<file path="src/rtl/pc_unit_if.sv">
// Fetch PC unit bundle: stall/redirect/exception controls in,
// fetch PC, PC+4, pending flag and fetch-error flag out.
interface pc_unit_if #(
  parameter int WIDTH = 32
);
  logic             En;
  logic             ExcReq;
  logic             Eret;
  logic [WIDTH-1:0] EPC;
  logic             Redirect;
  logic [WIDTH-1:0] RedirectTarget;
  logic [WIDTH-1:0] PC;
  logic [WIDTH-1:0] PCPlus4;
  logic             RedirectPending;
  logic             FetchExc;

  modport master (
    output En, ExcReq, Eret, EPC,
    output Redirect, RedirectTarget,
    input  PC, PCPlus4,
    input  RedirectPending, FetchExc
  );

  modport slave (
    input  En, ExcReq, Eret, EPC,
    input  Redirect, RedirectTarget,
    output PC, PCPlus4,
    output RedirectPending, FetchExc
  );
endinterface

</file>
<file path="src/rtl/pc_unit.sv">
// Fetch program counter: Clk/Reset (sync, active-high) plus the
// pc_unit_if slave port carrying stall, redirect and exception controls.
module pc_unit #(
  parameter int             WIDTH     = 32,
  parameter logic [WIDTH-1:0] RESET_VEC = WIDTH'(32'h0000_3000),
  parameter logic [WIDTH-1:0] EXC_VEC   = WIDTH'(32'h0000_4180),
  parameter logic [WIDTH-1:0] ADDR_LO   = WIDTH'(32'h0000_3000),
  parameter logic [WIDTH-1:0] ADDR_HI   = WIDTH'(32'h0000_6FFC)
) (
  input logic      Clk,
  input logic      Reset,
  pc_unit_if.slave bus
);

  logic [WIDTH-1:0] pc_q, pc_d;
  logic [WIDTH-1:0] tgt_q, tgt_d;
  logic             pend_q, pend_d;
  logic [WIDTH-1:0] pc_plus4;

  assign pc_plus4 = pc_q + WIDTH'(4);

  always_comb begin
    pc_d   = pc_q;
    tgt_d  = tgt_q;
    pend_d = pend_q;
    if (bus.ExcReq) begin
      pc_d   = EXC_VEC;
      tgt_d  = '0;
      pend_d = 1'b0;
    end else if (bus.Eret) begin
      pc_d   = bus.EPC;
      tgt_d  = '0;
      pend_d = 1'b0;
    end else if (bus.En) begin
      tgt_d  = '0;
      pend_d = 1'b0;
      if (bus.Redirect)
        pc_d = bus.RedirectTarget;
      else if (pend_q)
        pc_d = tgt_q;
      else
        pc_d = pc_plus4;
    end else if (bus.Redirect) begin
      // stalled: hold PC, remember newest redirect
      tgt_d  = bus.RedirectTarget;
      pend_d = 1'b1;
    end
  end

  always_ff @(posedge Clk) begin
    if (Reset) begin
      pc_q   <= RESET_VEC;
      tgt_q  <= '0;
      pend_q <= 1'b0;
    end else begin
      pc_q   <= pc_d;
      tgt_q  <= tgt_d;
      pend_q <= pend_d;
    end
  end

  assign bus.PC              = pc_q;
  assign bus.PCPlus4         = pc_plus4;
  assign bus.RedirectPending = pend_q;
  assign bus.FetchExc        = (pc_q[1:0] != 2'b00)
                             || (pc_q < ADDR_LO)
                             || (pc_q > ADDR_HI);

endmodule
</file>
<file path="src/flat_wrapper.sv">
// flat-port wrapper written by rule: the top's interface ports become plain ports
module pc_unit_flat 
#(
  parameter int             WIDTH     = 32,
  parameter logic [WIDTH-1:0] RESET_VEC = WIDTH'(32'h0000_3000),
  parameter logic [WIDTH-1:0] EXC_VEC   = WIDTH'(32'h0000_4180),
  parameter logic [WIDTH-1:0] ADDR_LO   = WIDTH'(32'h0000_3000),
  parameter logic [WIDTH-1:0] ADDR_HI   = WIDTH'(32'h0000_6FFC)
)
  (Clk, Reset, bus_En, bus_ExcReq, bus_Eret, bus_EPC, bus_Redirect, bus_RedirectTarget, bus_PC, bus_PCPlus4, bus_RedirectPending, bus_FetchExc);
  pc_unit_if #(.WIDTH(WIDTH)) bus_i ();
  input logic Clk;
  input logic Reset;
  input wire logic [$bits(bus_i.En)-1:0] bus_En;
  input wire logic [$bits(bus_i.ExcReq)-1:0] bus_ExcReq;
  input wire logic [$bits(bus_i.Eret)-1:0] bus_Eret;
  input wire logic [$bits(bus_i.EPC)-1:0] bus_EPC;
  input wire logic [$bits(bus_i.Redirect)-1:0] bus_Redirect;
  input wire logic [$bits(bus_i.RedirectTarget)-1:0] bus_RedirectTarget;
  output wire logic [$bits(bus_i.PC)-1:0] bus_PC;
  output wire logic [$bits(bus_i.PCPlus4)-1:0] bus_PCPlus4;
  output wire logic [$bits(bus_i.RedirectPending)-1:0] bus_RedirectPending;
  output wire logic [$bits(bus_i.FetchExc)-1:0] bus_FetchExc;
  assign bus_i.En = bus_En;
  assign bus_i.ExcReq = bus_ExcReq;
  assign bus_i.Eret = bus_Eret;
  assign bus_i.EPC = bus_EPC;
  assign bus_i.Redirect = bus_Redirect;
  assign bus_i.RedirectTarget = bus_RedirectTarget;
  assign bus_PC = bus_i.PC;
  assign bus_PCPlus4 = bus_i.PCPlus4;
  assign bus_RedirectPending = bus_i.RedirectPending;
  assign bus_FetchExc = bus_i.FetchExc;
  pc_unit #(.WIDTH(WIDTH), .RESET_VEC(RESET_VEC), .EXC_VEC(EXC_VEC), .ADDR_LO(ADDR_LO), .ADDR_HI(ADDR_HI)) u_core (.Clk(Clk), .Reset(Reset), .bus(bus_i));
endmodule
</file>
<file path="config.mk">
export PLATFORM = sky130hd
export DESIGN_NAME = pc_unit_flat
export DESIGN_NICKNAME = d
export VERILOG_FILES = /design/src/rtl/pc_unit_if.sv /design/src/rtl/pc_unit.sv /design/src/flat_wrapper.sv
export SDC_FILE = /design/constraint.sdc
export NUM_CORES = 1
export LEC_CHECK = 0
export ABC_CLOCK_PERIOD_IN_PS = 3500
export CAP_MARGIN = 20
export CORE_AREA = 2 2 94 96
export CTS_BUF_LIST = sky130_fd_sc_hd__clkbuf_8
export DETAILED_ROUTE_END_ITERATION = 8
export DIE_AREA = 0 0 96 98
export GPL_ROUTABILITY_DRIVEN = 0
export GPL_TIMING_DRIVEN = 1
export PLACE_DENSITY = 0.95
export SLEW_MARGIN = 5
export SYNTH_ARGS = -nofsm -noshare
export SYNTH_HDL_FRONTEND = slang
export SYNTH_SLANG_ARGS = --single-unit
</file>
<file path="constraint.sdc">
create_clock -name Clk -period 3.5 [get_ports Clk]
set_input_delay 0.525 -clock Clk [delete_from_list [all_inputs] [get_ports Clk]]
set_output_delay 0.525 -clock Clk [all_outputs]
set_load 0.05 [all_outputs]
</file>
==> impl_metrics.csv <==
group,metric,value,unit
cells_and_area,area_growth,38.6,%
worst_setup_path,worstPathArrival,2.87,ns
clock_network,clock_latency,0.36,ns
clock_network,cts.sinks,65,
route,via_count,4923,
route,dr.pass1.iters,5,
pwr,p_total,1.97,mW
cells_and_area,fill_cells,667,
global_route,first_global_vias,4792,
global_route,antenna_found_initial,0,
timing,finalSetupViolCount,0,
route,ant_nets,0,
floorplan,core,8470,um2
floorplan,ios,136,
cells_and_area,drive_above_1_share,7.88,%
pwr,clkPwrFrac,32.6,%
pwr,switching_share,34.0,%
timing,skew,0.00880,ns
clock_network,cts_tree,"done",
flow_run,maxCapViolations,0,
route,routedWlPerCell,18.7,um
floorplan,start_util,48.8,%
synthesis,syn_inst,555,
route,vias_per_cell,6.30,
pwr,p_per_area,344,nW/um2
cells_and_area,nets,739,
pwr,p_seq_share,40.8,%
pwr,p_comb_share,26.6,%
floorplan,die_w,96,um
worst_setup_path,end_kind,"output port",
timing,maxSlewHeadroom,39.3,%
placed_design,postPlaceCellArea,5500,um2
pwr,leakage,2.21,nW
synthesis,synth_edf_count,0,
pwr,irDropWorstVdd,0.000262,V
pwr,p_switching,0.670,mW
route,first_iter_violations,399,
clock_network,cts_buffers,9,
clock_network,cts-root-buf,"clkbuf_8",
cells_and_area,final_cell_mix,"116 x clkdlybuf4s50_1, 66 x nand2_1, 65 x dfxtp_1",
synthesis,synth.yosys.seq_area_share,31.5,%
cells_and_area,fin_cells,781,
synthesis,syn_area,4130,um2
floorplan,die_height,98,um
worst_setup_path,required,2.97,ns
synthesis,synth_nets,626,
synthesis,synth_cell_types,60,
synthesis,postSynthAreaPerCell,7.45,um2
global_route,grt_max_degree,35,
synthesis,ys_seq_elements,65,
worst_setup_path,critPathMaxFanout,11,
placed_design,place_ws,0.385,ns
floorplan,die-area,9410,um2
timing,setup_ws,0.103,ns
timing,worstMarginPinSlew,0.904,ns
placed_design,post-dp-hpwl,10.6,mm
route,routed_wl,14.6,mm
synthesis,synthFlopType,"dfxtp_1",
worst_setup_path,path_class,"flip-flop to output port",
timing,min_period,3.40,ns
timing,rsz0062_at_grt,"false",
worst_setup_path,startpoint_type,"flip-flop",
clock_network,postCtsSetupRepairBufs,0,
timing,fin_crit_sh,97.1,%
cells_and_area,final_common_cell,"clkdlybuf4s50_1",
route,drcViolationCount,0,
timing,hold_viol,0,
clock_network,clkTransAtPathRegs,0.08,ns
pwr,p_int,1.30,mW
global_route,grt_pass1_wl,23.1,mm
cells_and_area,antenna_cells,0,
placed_design,io_buffers,135,
clock_network,holdBufCountCts,0,
floorplan,row_count,34,
global_route,grt_use_total,31.3,%
status,outcome,"completed",
synthesis,async_flop_share,0,%
clock_network,clockBufferDepth,2,
timing,maxSlewViolCount,0,
min_path,hold_path_class,"flip-flop to flip-flop",
clock_network,ctsHtreeMaxLevel,3,
timing,fmax,294,MHz
placed_design,post-place-cells,764,
cells_and_area,fin_area,5730,um2
synthesis,yosys_warnings,0,
global_route,grt_overflow,0,
[state kept, by name, indices dropped and copies added, names as in the netlist, named ones only]
| register | count |
|---|---|
| u_core.bus.RedirectPending | 1 |
| u_core.tgt_q | 32 |
| u_core.bus.PC | 30 |
[cell type report]
cell class	count	area, um2	share of cell area [%]
clock inverters	7	72.6	1.27
clock buffers	9	124	2.16
multi-input cells	429	2600	45.4
well taps	108	135	2.36
inverters	16	60.1	1.05
repair buffers	147	1430	25.0
flip-flops and latches	65	1300	22.7
[cell families after synthesis]
logic type / share of synthesized area [%]
flip-flops: 31.5
multiplexers: 5.33
AO/OA/AOI/OAI: 25.8
adder cells (fa/ha/maj): 0.303
XOR/XNOR: 5.08
AND/OR/NAND/NOR: 26.1
buffers and inverters: 5.99
[path summary, 6_finish.rpt]
path	start	end	slack [ns]	cells after the start
max	u_core.bus.PC[15]$_SDFFE_PP0P_	bus_PCPlus4[19]	0.10	5
min reg2reg	u_core.tgt_q[22]$_SDFFE_PP0P_	u_core.tgt_q[22]$_SDFFE_PP0P_	0.46	2
min	u_core.tgt_q[22]$_SDFFE_PP0P_	u_core.tgt_q[22]$_SDFFE_PP0P_	0.46	2
max reg2reg	u_core.bus.PC[2]$_SDFFE_PP0P_	u_core.bus.PC[12]$_SDFFE_PP1P_	1.24	7
[critical path: stages (launching register included)]
cell             delay (ns)
dfxtp_1                0.53
nand3_1                0.22
nor4_4                 0.55
a31oi_1                0.17
or2_2                  0.34
clkdlybuf4s50_1        0.70
[Yosys cell counts, types with 3 or more instances]
| master | n | area, um2 |
|---|---|---|
| o221ai_1 | 6 | 52.6 |
| nand4_1 | 13 | 81.3 |
| o21a_1 | 3 | 22.5 |
| a21oi_1 | 47 | 235 |
| o31a_1 | 3 | 26.3 |
| o211ai_1 | 5 | 37.5 |
| nor2_1 | 50 | 188 |
| nor3_1 | 17 | 85.1 |
| mux2i_1 | 22 | 220 |
| or2_1 | 3 | 18.8 |
| clkbuf_1 | 35 | 131 |
| nor4_1 | 12 | 75.1 |
| nand2b_1 | 6 | 37.5 |
| buf_1 | 4 | 15.0 |
| o31ai_1 | 3 | 22.5 |
| and2_1 | 5 | 31.3 |
| a221oi_1 | 3 | 26.3 |
| xnor2_1 | 19 | 166 |
| xor2_1 | 5 | 43.8 |
| o21ai_0 | 37 | 185 |
| a211oi_1 | 5 | 37.5 |
| inv_1 | 15 | 56.3 |
| a31oi_1 | 5 | 31.3 |
| nand3_1 | 18 | 90.1 |
| and3_1 | 5 | 31.3 |
| dfxtp_1 | 65 | 1300 |
| a32o_1 | 3 | 30.0 |
| a22o_1 | 4 | 35.0 |
| or2_2 | 5 | 31.3 |
| nand2_1 | 66 | 248 |
| o311ai_0 | 4 | 35.0 |
| a22oi_1 | 8 | 60.1 |
| o22ai_1 | 9 | 56.3 |
| o21ai_1 | 4 | 20.0 |
| o2bb2ai_1 | 3 | 26.3 |
| and4_1 | 5 | 43.8 |
| buf_2 | 3 | 15.0 |
[power groups by stage]
stage	clock [mW]	combinational (mW)	sequential, mW
detailed placement	0	0.513	0.818
finish	0.643	0.524	0.803
global placement	0	0.503	0.814
CTS	0.644	0.516	0.801
floorplan	0	0.247	0.870
global route	0.673	0.548	0.807
[metrics by stage]
stage	utilization, %	hold WS, ns	TNS, ns
after global placement	64.9	0.442	0
after floorplan	-	0.436	0
final	67.7	0.463	0
after global routing	67.7	0.499	0
after detailed placement	64.9	0.451	0
after CTS	67.2	0.462	-0.0161
[routing by layer]
metal | GRT usage, % | vias up | wire (um)
met2 | 50.9 | 336 | 7030
li1 | - | 2256 | -
met4 | 17.9 | 0 | 516
met1 | 37.2 | 2277 | 5410
met5 | 0 | - | 0
met3 | 7.10 | 54 | 1700
[repair_timing]
| item | CTS | global route |
|---|---|---|
| pin swaps | 0 | 1 |
| endpoints found under the setup margin | 1 | 13 |
| resized for setup | 0 | 11 |
| endpoints found under the hold margin | 0 | 0 |
(Power assumes the default switching activity.)
==> variant (same settings) <==
Reset style: asynchronous (`Reset`), changed in one clocked block.
--- a/src/rtl/pc_unit.sv
+++ b/src/rtl/pc_unit.sv
@@ -49,3 +49,3 @@
 
-  always_ff @(posedge Clk) begin
+  always_ff @(posedge Clk or posedge Reset) begin
     if (Reset) begin
Function: differs if Reset is asserted again (counterexample within 4 cycles, from zero or initial values and one cycle with Reset high); with Reset held inactive, the same outputs for 10 cycles.
==> variant against the unedited design <==
  * Cell area grew 2.7%
  * Total power grew 17%
  * Cell count shrank 7.7%
  * Synthesized area grew 4.6%
  * Routed wire length grew 1.5%
  * Via count shrank 2.9%
  * Sequential power grew 6.2%
  * Utilization grew 1.8 points
  * Synthesized cell count shrank 11%
  * Sequential cell count is the same
  * Die area is the same
  * Non-clock buffer count shrank 2
  * Worst setup slack lost 0.016 ns
  * Critical path type unchanged
  * Critical endpoint is now bus_PCPlus4[18]
  * Largest power group unchanged
  * Highest routed layer unchanged
==> variant: results (changes against the unedited design) <==
| Metric | Value |
|---|---|
| Status | finished clean (unchanged) |
| Syn_nets | 567 (was 626) |
| Area contributors post-synth | dfrtp_1, mux2i_1, nor2_1, xnor2_1, a21oi_1 (was dfxtp_1, nand2_1, a21oi_1, mux2i_1, nor2_1) |
| Tightest Pin Transition | 0.8502 ns (was 0.9041 ns) |
| Routed wire length | 14.86 mm (was 14.64 mm) |
| Via count of the first global-routing pass | 4392 (was 4792) |
| Share of cells above drive strength 1 | 0.09135 (was 0.07875) |
| TritonRoute pass-1 iters | 7 (was 5) |
| Post-synth top cells | dfrtp_1, nor2_1, nand2_1 (was nand2_1, dfxtp_1, nor2_1) |
| All-Layer GR Usage | 0.3128 (was 0.3127) |
| Arr. time, crit path | 2.89 ns (was 2.87 ns) |
| Nets | 679 (was 739) |
| Async S/R FF share, synth | 1.000 (was 0) |
| HP Class | input pin to asynchronous set/reset pin (was register to register) |
| Top_reg_cell synth | dfrtp_1 (was dfxtp_1) |
| Dpl cells | 705 (was 764) |
| Sw Share | 0.3583 (was 0.3403) |
| Critical path peak fanout | 9 (was 11) |
| R2R depth | 5 (was 7) |
| Worst-case clock skew | 0.004214 ns (was 0.008796 ns) |
| Placed inst area | 5652 um2 (was 5497 um2) |
| # H-tree levels | 3 (unchanged) |
| Vias per inst | 6.628 (was 6.303) |
| Post_cts resized | 2 (was 0) |
| Number of fill cells | 602 (was 667) |
| Leak | 2.505 nW (was 2.208 nW) |
| First-pass GRT wire length | 22.79 mm (was 23.05 mm) |
| Tmin final | 3.413 ns (was 3.397 ns) |
| Avg Inst Size Synth | 8.716 um2 (was 7.449 um2) |
| Seq/Total Area, Yosys | 0.3768 (was 0.3148) |
| Antenna violations before repair | 0 (unchanged) |
| Drt first-iter violations | 861 (was 399) |
| Distinct cells, synth | 63 (was 60) |
| Largest net degree at the start of global routing | 47 (was 35) |
| FF+latch area | 1629 um2 (was 1301 um2) |
| Maximum vdd ir drop | 0.0002926 V (was 0.0002623 V) |
| Via count | 4779 (was 4923) |
| DP Wirelength | 10.80 mm (was 10.56 mm) |
| Place WS | 0.2694 ns (was 0.3849 ns) |
## variant: cell types whose count changed in the layout (fill, tap and decap cells not counted), moves of 6 or more
| cell | before | now |
|---|---|---|
| dlymetal6s2s_1 | 9 | 3 |
| dfrtp_1 | 0 | 63 |
| a221oi_1 | 3 | 9 |
| nand2_1 | 66 | 37 |
| buf_12 | 0 | 6 |
| buf_4 | 20 | 14 |
| mux2i_1 | 22 | 36 |
| o21ai_0 | 37 | 13 |
| dfxtp_1 | 65 | 0 |
| nor2_1 | 48 | 62 |
| a21oi_1 | 47 | 32 |
## variant: path summary, 6_finish.rpt
check	startpoint	endpoint	slack, ns
max	u_core.bus.PC[2]$_DFFE_PP0P_	bus_PCPlus4[18]	0.09
min	Reset	u_core.tgt_q[30]$_DFFE_PP0P_	0.49
max reg2reg	u_core.bus.PC[13]$_DFFE_PP1P_	u_core.bus.PC[30]$_DFFE_PP0P_	0.97
min reg2reg	u_core.tgt_q[1]$_DFFE_PP0P_	u_core.tgt_q[1]$_DFFE_PP0P_	0.52
max in group asynchronous	Reset	u_core.bus.PC[14]$_DFFE_PP0P_	2.07
min in group Clk	u_core.tgt_q[1]$_DFFE_PP0P_	u_core.tgt_q[1]$_DFFE_PP0P_	0.52
## variant: area by class of cell
type | instances | share of cell area
Timing Repair Buffer | 145 | 0.2496
Clock inverter | 6 | 0.01532
Tap cell | 108 | 0.02298
Multi-Input combinational cell | 369 | 0.4002
Inverter | 18 | 0.01149
Clock buffer | 10 | 0.02340
Sequential cell | 65 | 0.2770
## variant: metal layers
layer / track usage / wire length (um) / vias up
li1: - / - / 2026
met5: 0 / 0 / -
met3: 0.1026 / 2063 / 117
met4: 0.1462 / 874 / 0
met1: 0.4087 / 5263 / 2199
met2: 0.4669 / 6659 / 437
## variant: logic make-up (layout without fill, tap and decap cells)
logic type / Yosys count / after routing / share of synthesized area
AO/OA/AOI/OAI: 122 / 122 / 0.1948
XOR/XNOR: 29 / 29 / 0.05876
buffers and inverters: 62 / 179 / 0.07873
AND/OR/NAND/NOR: 180 / 180 / 0.2020
adder cells (fa/ha/maj): 1 / 1 / 0.002894
multiplexers: 37 / 37 / 0.08596
flip-flops: 65 / 65 / 0.3768
## variant: critical path, stage by stage (launching register included)
cell and delay (ns):
dfrtp_1 0.50, ha_1 0.26, and3_2 0.23, nand3_1 0.12, nor3_1 0.24, xor2_1 0.31, clkdlybuf4s50_1 0.87
## variant: power by group through the flow
stage          sequential (mW)  combinational (mW)  clock [mW]
2_1_floorplan            0.941               0.348           0
5_1_grt                  0.857               0.740       0.775
3_5_place_dp             0.863               0.698           0
3_3_place_gp             0.857               0.688           0
6_report                 0.853               0.710       0.747
4_1_cts                  0.848               0.701       0.735
